### config.mk
export PLATFORM = sky130hd
export DESIGN_NAME = cim_weight_loader
export DESIGN_NICKNAME = d
export VERILOG_FILES = /design/src/rtl/cim_weight_loader.sv
export SDC_FILE = /design/constraint.sdc
export NUM_CORES = 1
export LEC_CHECK = 0
export ABC_AREA = 1
export CAP_MARGIN = 20
export CORE_ASPECT_RATIO = 1.1
export CORE_MARGIN = 2
export CORE_UTILIZATION = 35
export DETAILED_ROUTE_END_ITERATION = 10
export HOLD_SLACK_MARGIN = 0.12
export MAX_ROUTING_LAYER = met4
export PLACE_DENSITY = 0.67
export SKIP_LAST_GASP = 1
export SLEW_MARGIN = 10
export SYNTH_ARGS = -nofsm -noshare
export SYNTH_HDL_FRONTEND = slang
export SYNTH_SLANG_ARGS = --single-unit
### constraint.sdc
create_clock -name clk -period 2.3 [get_ports clk]
set_input_delay 0.345 -clock clk [delete_from_list [all_inputs] [get_ports clk]]
set_output_delay 0.345 -clock clk [all_outputs]
set_load 0.1 [all_outputs]
### src/rtl/cim_weight_loader.sv
// Write-port driver for cim_bank: pairs 12-bit beats into row words and
// strobes one-hot row write enables across a programmable row window.
module cim_weight_loader #(
    parameter int N_ROWS = 8,
    parameter int DW     = 12
) (
    input  logic                clk,
    input  logic                rst_n,
    input  logic                start,
    input  logic [2:0]          row_base,
    input  logic [3:0]          row_cnt,
    input  logic                abort,
    input  logic                s_valid,
    output logic                s_ready,
    input  logic [DW-1:0]       s_data,
    output logic [2*DW-1:0]     D,
    output logic [N_ROWS-1:0]   WA,
    output logic                busy,
    output logic                done,
    output logic                err
);

    typedef enum logic [2:0] {
        IDLE  = 3'd0,
        GET_A = 3'd1,
        GET_B = 3'd2,
        WRITE = 3'd3,
        DONE  = 3'd4
    } state_t;

    localparam logic [4:0]        N_ROWS_W = 5'(N_ROWS);
    localparam logic [N_ROWS-1:0] WA_ONE   = N_ROWS'(1);

    state_t         state_r;
    logic [2:0]     row_r;
    logic [3:0]     rem_r;
    logic [DW-1:0]  a_r;
    logic [4:0]     row_end_s;
    logic           cmd_bad_s;

    // Window legality of the start command, evaluated in 5 bits so base+cnt cannot wrap
    always_comb begin
        row_end_s = {2'b00, row_base} + {1'b0, row_cnt};
        cmd_bad_s = (row_cnt == 4'd0) || (row_end_s > N_ROWS_W);
    end

    // Control FSM with all outputs registered; strobes default low every cycle
    always_ff @(posedge clk or negedge rst_n) begin
        if (!rst_n) begin
            state_r <= IDLE;
            row_r   <= 3'd0;
            rem_r   <= 4'd0;
            a_r     <= '0;
            D       <= '0;
            WA      <= '0;
            s_ready <= 1'b0;
            busy    <= 1'b0;
            done    <= 1'b0;
            err     <= 1'b0;
        end else begin
            WA   <= '0;
            done <= 1'b0;
            err  <= 1'b0;
            if (abort && (state_r != IDLE)) begin
                state_r <= IDLE;
                s_ready <= 1'b0;
                busy    <= 1'b0;
            end else begin
                case (state_r)
                    IDLE: begin
                        if (start) begin
                            if (cmd_bad_s) begin
                                err <= 1'b1;
                            end else begin
                                row_r   <= row_base;
                                rem_r   <= row_cnt;
                                state_r <= GET_A;
                                s_ready <= 1'b1;
                                busy    <= 1'b1;
                            end
                        end
                    end
                    GET_A: begin
                        if (s_valid && s_ready) begin
                            a_r     <= s_data;
                            state_r <= GET_B;
                        end
                    end
                    GET_B: begin
                        // WA is launched together with D so both are valid in the WRITE cycle
                        if (s_valid && s_ready) begin
                            D       <= {a_r, s_data};
                            WA      <= WA_ONE << row_r;
                            s_ready <= 1'b0;
                            state_r <= WRITE;
                        end
                    end
                    WRITE: begin
                        row_r <= row_r + 3'd1;
                        rem_r <= rem_r - 4'd1;
                        if (rem_r == 4'd1) begin
                            state_r <= DONE;
                            done    <= 1'b1;
                        end else begin
                            state_r <= GET_A;
                            s_ready <= 1'b1;
                        end
                    end
                    DONE: begin
                        state_r <= IDLE;
                        busy    <= 1'b0;
                    end
                    default: begin
                        state_r <= IDLE;
                        s_ready <= 1'b0;
                        busy    <= 1'b0;
                    end
                endcase
            end
        end
    end

endmodule
# After elaboration in Yosys (flattened, before gate mapping)

Cells that the tools add are included.

Bits in registers: 58
Output and inout bits: 36
Word-level logic and storage cells: 76

Add/subtract/negate cells: 3
$lt $le $gt $ge: 1
Eq/ne operators: 14
Shift operators: 1
Multiplexer cells: 31
Bitwise gates (word level): 1
Reductions and logical operators: 15

Operator list:

| cell                  | count |
|---|---|
| $mux W3               | 8 |
| $mux W8               | 3 |
| $ne A3 B3 Y1 const B  | 5 |
| $mux W1               | 13 |
| $pmux W3 S4           | 1 |
| $reduce_and A3 Y1     | 3 |
| $mux W4               | 2 |
| $pmux W4 S2           | 1 |
| $reduce_and A4 Y1     | 2 |
| $shl A1 B3 Y8 const A | 1 |
| $eq A3 B2 Y1 const B  | 2 |
| $pmux W3 S2           | 1 |
| $add A3 B4 Y5         | 1 |
| $gt A5 B4 Y1 const B  | 1 |
| $reduce_and A5 Y1     | 1 |
| $eq A4 B1 Y1 const B  | 1 |
| $logic_not A4 Y1      | 1 |
| $ne A2 B1 Y1 const B  | 2 |
| $ne A2 B2 Y1 const B  | 2 |
| $pmux W1 S4           | 1 |
| $sub A4 B1 Y4 const B | 1 |
| $add A3 B1 Y3 const B | 1 |
| $eq A3 B1 Y1 const B  | 1 |
| $eq A3 B3 Y1 const B  | 1 |
| other kinds (9)       | 10 |

# Depth between registers and ports, before layout

Gate-level depths: netlist (run 1).

Depth after elaboration: 7
Gate-level depth with buffers: 14

# Worst setup path after synthesis (run 1)

Ideal clock, no wire load.

Kind: reg2reg
Start point: register s_ready
End point: register D[11]
Library setup time: 0.133 ns
Arrival time: 1.834 ns
Path slack: 0.333 ns
Cell stages (with the launch flop): 8
Buffers on the path: 2
Period minus slack after synthesis: 1.967 ns
Cell sequence: dfrtp_1 -> nand2_1 -> inv_1 -> nand3_2 -> buf_6 -> buf_6 -> nand2_1 -> o21ai_0

Cells in the longest elaborated chain, start to end: 2

Ends and longest elaborated chain:

| what                        | RTL line | RTL |
|---|---|---|
| start: declaration          | 14       | `output logic s_ready,` |
| start signal: assignment    | 56       | `s_ready <= 1'b0;` |
| start signal: assignment    | 66       | `s_ready <= 1'b0;` |
| start signal: assignment    | 78       | `s_ready <= 1'b1;` |
| $logic_and A1 B1 Y1         | 91       | `if (s_valid && s_ready) begin` |
| $reduce_and A3 Y1 (no line) | n/a      |  |
| end signal: assignment      | 92       | `D <= {a_r, s_data};` |
| end: declaration            | 16       | `output logic [2*DW-1:0] D,` |

No other way between the ends.
A chain may end at the register's enable or synchronous reset.

# Final worst setup path (run 1)

Start point: input port row_base[0]
End point: register rem_r[3]

Cells in the longest elaborated chain, start to end: 5

Ends and longest elaborated chain:

| what                        | RTL line | RTL |
|---|---|---|
| start: declaration          | 10       | `input logic [2:0] row_base,` |
| $add A3 B4 Y5               | 43       | `row_end_s = {2'b00, row_base} + {1'b0, row_cnt};` |
| $gt A5 B4 Y1                | 44       | `cmd_bad_s = (row_cnt == 4'd0) \|\| (row_end_s > N_ROWS_W);` |
| $logic_or A1 B1 Y1          | 44       |  |
| $ne A2 B2 Y1 (no line)      | n/a      |  |
| $reduce_and A4 Y1 (no line) | n/a      |  |
| end signal: assignment      | 76       | `rem_r <= row_cnt;` |
| end signal: assignment      | 100      | `rem_r <= rem_r - 4'd1;` |
| end: declaration            | 36       | `logic [3:0] rem_r;` |

No other way between the ends.

==> results of run 1 <==
-- critical path, cell delays in order --
cell and delay [ps]:
clkdlybuf4s50_1 480, ha_1 170, inv_1 50, fa_1 470, inv_1 40, nor2_1 90
nand2_1 60, nand3_1 70, nand2_1 60, nand2_1 140, nand2_4 150, nand2_1 110
o21ai_2 50
-- final timing paths --
| path | slack [ps] | depth (start not counted) | endpoint | from |
|---|---|---|---|---|
| setup / recovery | 230 | 13 | rem_r[3] | row_base[0] |
| hold / removal | 480 | 2 | a_r[5] | a_r[5] |
| setup reg to reg | 650 | 8 | a_r[2] | state_r[0] |
| hold reg to reg | 480 | 2 | a_r[5] | a_r[5] |
| max in group asynchronous | 1110 | 3 | s_ready | rst_n |
| min in group asynchronous | 530 | 2 | WA[7] | rst_n |
-- flip-flops by register name, indices dropped and copies added, names as in the netlist --
name,count
done,1
D,24
rem_r,4
WA,8
busy,1
row_r,3
s_ready,1
err,1
state_r,3
a_r,12
-- synthesized netlist by cell type --
cell type and n:
nand2_1 70, dfrtp_1 58, inv_1 49, o21ai_2 29, nand3_1 18, o21ai_0 12, ha_1 11, buf_6 9
nor2_1 9, o21ai_1 9, nand2_2 8, nor3_2 6, nand4_1 4, inv_4 3, a21oi_1 2, and2_1 2
inv_2 2, nand2_4 2, nor2_4 2, a31oi_1 1, and2_4 1, buf_12 1, clkbuf_1 1, fa_1 1
mux2i_1 1, nand3_2 1, nand3_4 1, nor3_1 1, xor2_1 1
-- cells by family after synthesis --
family	synth area share (%)
mux	0.338
xor+xnor	0.296
fa+ha+maj	5.33
simple gates	21.0
compound gates	12.7
flops	49.0
buf+inv	11.3
-- repair_timing --
action                     4_1_cts  5_1_grt
resized for setup                0        0
hold buffers                     1        0
hold endpoints to repair        22        0
setup buffers                    0        0
setup endpoints to repair        0        0
-- routing by layer --
layer | part of all wire (%) | routed length, um | vias to the layer above | global-route usage (%)
met5 | 0 | 0 | - | -
met4 | 2.1 | 115 | 0 | 6.88
met2 | 44 | 2360 | 50 | 21.4
li1 | - | - | 1136 | -
met1 | 49 | 2680 | 1028 | 15.9
met3 | 4.9 | 268 | 10 | 3.15
-- final cells by class --
cell class                      instances  area, um^2
Fill cell                             787        4430
Tap cell                              111         139
Multi-Input combinational cell        192        1170
Inverter                               54         210
Clock inverter                          4         120
Timing Repair Buffer                   70         593
Clock buffer                           12         165
Sequential cell                        58        1450
-- power groups by stage --
stage / logic, mW / registers [mW] / clock network, mW
floorplan: 1.08 / 3.05 / 0
global placement: 3.03 / 1.65 / 0
detailed placement: 3.07 / 1.66 / 0
CTS: 3.08 / 1.64 / 1.34
global route: 3.27 / 1.70 / 1.38
finish: 3.05 / 1.64 / 1.31
-- through the flow --
stage	instances	power, mW	area [um^2]	utilization [%]	worst slack [ps]
global route	501	6.34	3850	46.5	36.6
global placement	484	4.68	3560	43.0	-51.7
CTS	501	6.06	3850	46.5	234
detailed placement	484	4.73	3560	43.0	-124
floorplan	315	4.13	2960	-	333
finish	501	5.99	3850	46.5	227
==> out/results.tsv, run 1 <==
stage	metric	value	unit
sta	hold_violations	0	
sta	worstMarginPinSlew	523	ps
global_route	grt_first_pass_wirelength	9490	um
floorplan	die-area	9210	um^2
sta	fin_setup_tns	0	ps
route	drt-pass1-iter-count	4	
global_route	grt_max_degree	57	
route	post_drt_wl_per_cell	10.8	um
route	route.detailed.drc	0	
clock_tree	clk_path_buf_depth	2	
clock_tree	numCtsBuffers	9	
worst_setup_path	path_max_fanout	12	
clock_tree	clock_latency	330	ps
synth	yosysWarnings	0	
sta	finalSetupViolations	0	
layout	mostFrequentLayoutCells	70 x nand2_1, 58 x dfrtp_1, 49 x inv_1	
floorplan	core	8280	um^2
synth	yosys.area.top_type	dfrtp_1	
clock_tree	htreeDepth	3	
global_route	grt_pass1_vias	2158	
global_route	grtUsageTotal	13.4	%
synth	synth_nets	351	
sta	whs	481	ps
sta	slew_viol_final	0	
route	drt_wl_total	5420	um
power_and_ir_drop	sw_frac_of_total	48.8	%
synth	syn_area	2960	um^2
global_route	antenna_found_initial	0	
layout	nets	421	
worst_setup_path	arrival	2290	ps
place	place.gp.congestion	0.815	
synth	post_synth_num_cell_types	29	
floorplan	io_pins	60	
power_and_ir_drop	comb_power_share	50.8	%
sta	slew_headroom	65.1	%
clock_tree	cts_sinks	58	
sta	fin_worst_skew	6.86	ps
power_and_ir_drop	switchingPower	2.92	mW
synth	synth_area_leaders	dfrtp_1 49%, nand2_1 8.9%, o21ai_2 8.6%	
worst_setup_path	critPathRequiredTime	2510	ps
synth	syn_area_per_cell	9.39	um^2
worst_setup_path	critical_path.startpoint_type	primary input	
worst_setup_path	path_class	primary input to flip-flop	
route	viasPerCell	4.44	
route	ant_nets	0	
synth	syn-instance-count	315	
synth	synth_seq_cells	58	
place	dp_hpwl	4030	um
clock_tree	cts_tree	done	
sta	timing.final.crit_share	90.1	%
power_and_ir_drop	p_int	3.07	mW
run	maxCapViolCount	0	
power_and_ir_drop	p_clk_share	21.8	%
floorplan	rows	35	
sta	period_needed	2070	ps
place	portBuffers	59	
layout	syn_to_final_growth	30.1	%
floorplan	die_h	100	um
synth	seq_area_frac_synth	49.0	%
layout	n_antenna_cell	0	
floorplan	die_w	91.7	um
route	dr.first_iter.drc_count	70	
power_and_ir_drop	p_per_area	1560	nW/um^2
hold_path	hold_path.class	flip-flop to flip-flop	
layout	drive_above_1_share	30.3	%
run_status	outcome	finished, final reports clean	
power_and_ir_drop	power.leakage	1.99	nW
layout	mostFrequentLayoutCell	nand2_1	
global_route	overflow	0	
floorplan	initial_core_util	35.8	%
power_and_ir_drop	seq_power_share	27.4	%
route	num_vias	2224	
clock_tree	root_buffer	clkbuf_8	
sta	rsz0062_at_grt	false	
sta	max_freq	482	MHz
clock_tree	path_clk_slew	60	ps
synth	netlist.area_leader.share	49.0	%
power_and_ir_drop	ir_drop	632	uV
worst_setup_path	cp-end-kind	flip-flop	
(Power assumes the default switching activity.)
==> inputs of run 2 (changes only) <==
--- a/config.mk
+++ b/config.mk
@@ -5,7 +5,6 @@
 export SDC_FILE = /design/constraint.sdc
 export NUM_CORES = 1
 export LEC_CHECK = 0
-export ABC_AREA = 1
 export CAP_MARGIN = 20
 export CORE_ASPECT_RATIO = 1.1
 export CORE_MARGIN = 2
@@ -13,9 +12,9 @@
 export DETAILED_ROUTE_END_ITERATION = 10
 export HOLD_SLACK_MARGIN = 0.12
 export MAX_ROUTING_LAYER = met4
-export PLACE_DENSITY = 0.67
+export PLACE_DENSITY = 0.68
 export SKIP_LAST_GASP = 1
-export SLEW_MARGIN = 10
+export SLEW_MARGIN = 20
 export SYNTH_ARGS = -nofsm -noshare
 export SYNTH_HDL_FRONTEND = slang
 export SYNTH_SLANG_ARGS = --single-unit
==> run 2 against run 1 <==
Clock skew increased by 0.52 ps; highest routed layer unchanged; critical path depth decreased by 3; largest power group unchanged; critical path type unchanged; first-iteration DRC count decreased by 24%; critical endpoint is now rem_r[2]; utilization increased by 3.7 points; sequential share of layout area increased by 0.56 points; sequential power decreased by 7%; largest cell class unchanged; sequential cell count unchanged.
==> out/results.tsv, run 2 <==
stage	metric	value	unit	change
sta	worstMarginPinSlew	712	ps	+189 ps
floorplan	io_pins	60		unchanged
sta	whs	157	ps	-325 ps
place	portBuffers	59		unchanged
global_route	antenna_found_initial	0		unchanged
floorplan	die-area	8590	um^2	-6.7%
layout	post-route-util	50.2	%	+3.7 points
route	route.detailed.drc	0		unchanged
worst_setup_path	path_max_fanout	5		-7
clock_tree	cts_tree	done		
power_and_ir_drop	sw_frac_of_total	44.3	%	-4.5 points
global_route	overflow	0		unchanged
global_route	grtUsageTotal	15.2	%	+1.7 points
layout	syn_to_final_growth	37.9	%	
sta	layout_setup_ws	136	ps	-91.8 ps
sta	hold_violations	0		unchanged
power_and_ir_drop	p_clk_share	22.0	%	+0.2 points
place	dp_cells	399		-18%
global_route	grt_first_pass_wirelength	9870	um	+4.0%
power_and_ir_drop	power.leakage	1.83	nW	-8.2%
sta	period_needed	2160	ps	+91.8 ps
clock_tree	cts_sinks	58		unchanged
synth	yosys.area.top_type	dfrtp_1		
clock_tree	htreeDepth	3		unchanged
floorplan	rows	33		-5.7%
synth	synth_area_leaders	dfrtp_1 53%, mux2_2 16%, ha_1 5.0%		
worst_setup_path	worstPathCellList	clkdlybuf4s15_1 -> ha_2 -> inv_1 -> fa_2 -> nand2b_4 -> o211ai_1 -> o2bb2ai_4 -> buf_6 -> nor3b_1 -> a211o_1		
clock_tree	clock_latency	340	ps	about the same
clock_tree	root_buffer	clkbuf_8		
sta	slew_headroom	52.6	%	-13 points
global_route	grt_pass1_vias	2093		-3.0%
route	num_vias	2093		-5.9%
layout	largest_register_ffs	24		unchanged
sta	timing.final.crit_share	94.1	%	+4.0 points
sta	finalSetupViolations	0		unchanged
sta	fin_worst_skew	7.38	ps	+0.519 ps
power_and_ir_drop	seq_power_share	33.2	%	+5.8 points
synth	synth_most_common_cell	dfrtp_1		
floorplan	die_h	97.0	um	-3.4%
power_and_ir_drop	switchingPower	2.04	mW	-30%
synth	async_flop_share	100	%	unchanged
route	post_drt_wl_per_cell	14.3	um	+32%
worst_setup_path	cp-end-kind	flip-flop		
floorplan	core	7560	um^2	-8.7%
layout	nets	345		-18%
worst_setup_path	path_class	primary input to flip-flop		
place	pre_cts_slack	-424	ps	-301 ps
route	drt-pass1-iter-count	4		unchanged
synth	synth_seq_cells	58		unchanged
route	ant_nets	0		unchanged
layout	drive_above_1_share	40.9	%	+11 points
worst_setup_path	critPathRequiredTime	2530	ps	+20 ps
global_route	grt_max_degree	59		+3.5%
power_and_ir_drop	comb_power_share	44.8	%	-6.0 points
synth	syn_area_per_cell	12.3	um^2	+31%
synth	syn-instance-count	224		-29%
hold_path	hold_path.class	primary input to asynchronous set/reset pin		
clock_tree	clk_path_buf_depth	2		unchanged
clock_tree	path_clk_slew	70	ps	about the same
route	wl_met3	436	um	+63%
synth	post_synth_num_cell_types	47		+62%
sta	max_freq	462	MHz	-4.2%
clock_tree	numCtsBuffers	9		unchanged
place	place.gp.congestion	0.854		+4.8%
route	highest_layer	met4		
floorplan	initial_core_util	36.4	%	+0.66 points
sta	rsz0062_at_grt	false		
synth	netlist.area_leader.share	52.8	%	+3.7 points
synth	ys_top_cells_by_count	58 x dfrtp_1, 38 x mux2_2, 12 x nor2_1		
clock_tree	hold_buffers	0		-1
route	viasPerCell	5.01		+13%
power_and_ir_drop	p_int	2.56	mW	-17%
synth	synth_nets	260		-26%
sta	fin_setup_tns	0	ps	unchanged
worst_setup_path	critical_path.startpoint_type	primary input		
synth	syn_area	2750	um^2	-7.0%
power_and_ir_drop	ir_drop	349	uV	-45%
route	dr.first_iter.drc_count	53		-24%
route	wl_met1	2660	um	-0.52%
layout	fin_cells	418		-17%
power_and_ir_drop	p_per_area	1210	nW/um^2	-22%
worst_setup_path	cp_top_family	adder cells		
floorplan	die_w	88.5	um	-3.4%
synth	yosysWarnings	0		unchanged
synth	seq_area_frac_synth	52.8	%	+3.7 points
layout	n_antenna_cell	0		unchanged
route	drt_wl_total	5990	um	+11%
place	dp_hpwl	4150	um	+3.0%
layout	mostFrequentLayoutCells	58 x dfrtp_1, 58 x buf_4, 37 x mux2_2		
worst_setup_path	max_stage_delay	590	ps	+110 ps
synth	synth-edff-count	0		unchanged
layout	reg_top3	D: 24 flops, a_r: 12 flops, WA: 8 flops		
worst_setup_path	cp_slowest_cell	fa_2		
run_status	outcome	finished, final reports clean		
worst_setup_path	critPathBufInv	3		unchanged
route	route.met2.wl	2770	um	+18%
run	maxCapViolCount	0		unchanged
sta	slew_viol_final	0		unchanged
synth	synth_flop_cell	dfrtp_1		
layout	top_register	D		
worst_setup_path	arrival	2390	ps	+100 ps
==> run 2: worst paths after layout <==
kind	from	end	slack, ps	cells past startpoint
setup / recovery	row_cnt[0]	rem_r[2]	140	10
hold / removal	rst_n	D[18]	160	2
setup reg to reg	state_r[1]	D[7]	310	5
hold reg to reg	a_r[8]	D[20]	500	1
max in group asynchronous	rst_n	D[2]	1690	2
min in group clk	row_base[1]	row_r[1]	390	3
==> run 2: power groups by stage <==
stage | registers (mW) | logic (mW) | clock network [mW]
6_report | 1.52 | 2.06 | 1.01
3_3_place_gp | 1.53 | 2.00 | 0
5_1_grt | 1.57 | 2.19 | 1.08
2_1_floorplan | 2.43 | 0.628 | 0
3_5_place_dp | 1.54 | 2.02 | 0
4_1_cts | 1.53 | 2.06 | 1.04
==> run 2: worst reg2reg max path: cells and delay by family (launching register included) <==
| kind | cells | cell delay (ps) |
|---|---|---|
| AND/OR/NAND/NOR | 3 | 720 |
| flip-flops | 1 | 560 |
| multiplexers | 1 | 370 |
| buffers and inverters | 1 | 220 |
==> run 2: logic make-up after synthesis <==
group,Yosys count,share of synthesized area [%]
multiplexers,38,15.6
XOR/XNOR,1,0.318
AND/OR/NAND/NOR,59,12.6
AO/OA/AOI/OAI,36,9.69
buffers and inverters,19,3.00
adder cells (fa/ha/maj),13,6.09
flip-flops,58,52.8
==> run 2: metal layers <==
layer	GRT usage, %	up-vias
met2	21.5	75
met1	20.0	1017
met5	-	-
li1	-	984
met4	6.99	0
met3	4.35	17
==> run 2: cell type report <==
cell class | instances | area [um^2]
Sequential cell | 58 | 1450
Clock inverter | 6 | 82.6
Inverter | 10 | 37.5
Timing Repair Buffer | 83 | 697
Clock buffer | 9 | 124
Multi-Input combinational cell | 147 | 1270
Tap cell | 105 | 131
Fill cell | 680 | 3760
==> run 2: what timing repair did <==
| action | in CTS | in global routing |
|---|---|---|
| pin swaps | 5 | 5 |
| gates resized for setup | 9 | 6 |
| setup endpoints to repair | 5 | 9 |
| buffers inserted | 4 | 0 |
==> run 2: stage by stage <==
step,area [um^2],total power [mW]
floorplan,2750,3.06
detailed placement,3510,3.57
global placement,3510,3.53
CTS,3780,4.63
finish,3790,4.60
global route,3790,4.84
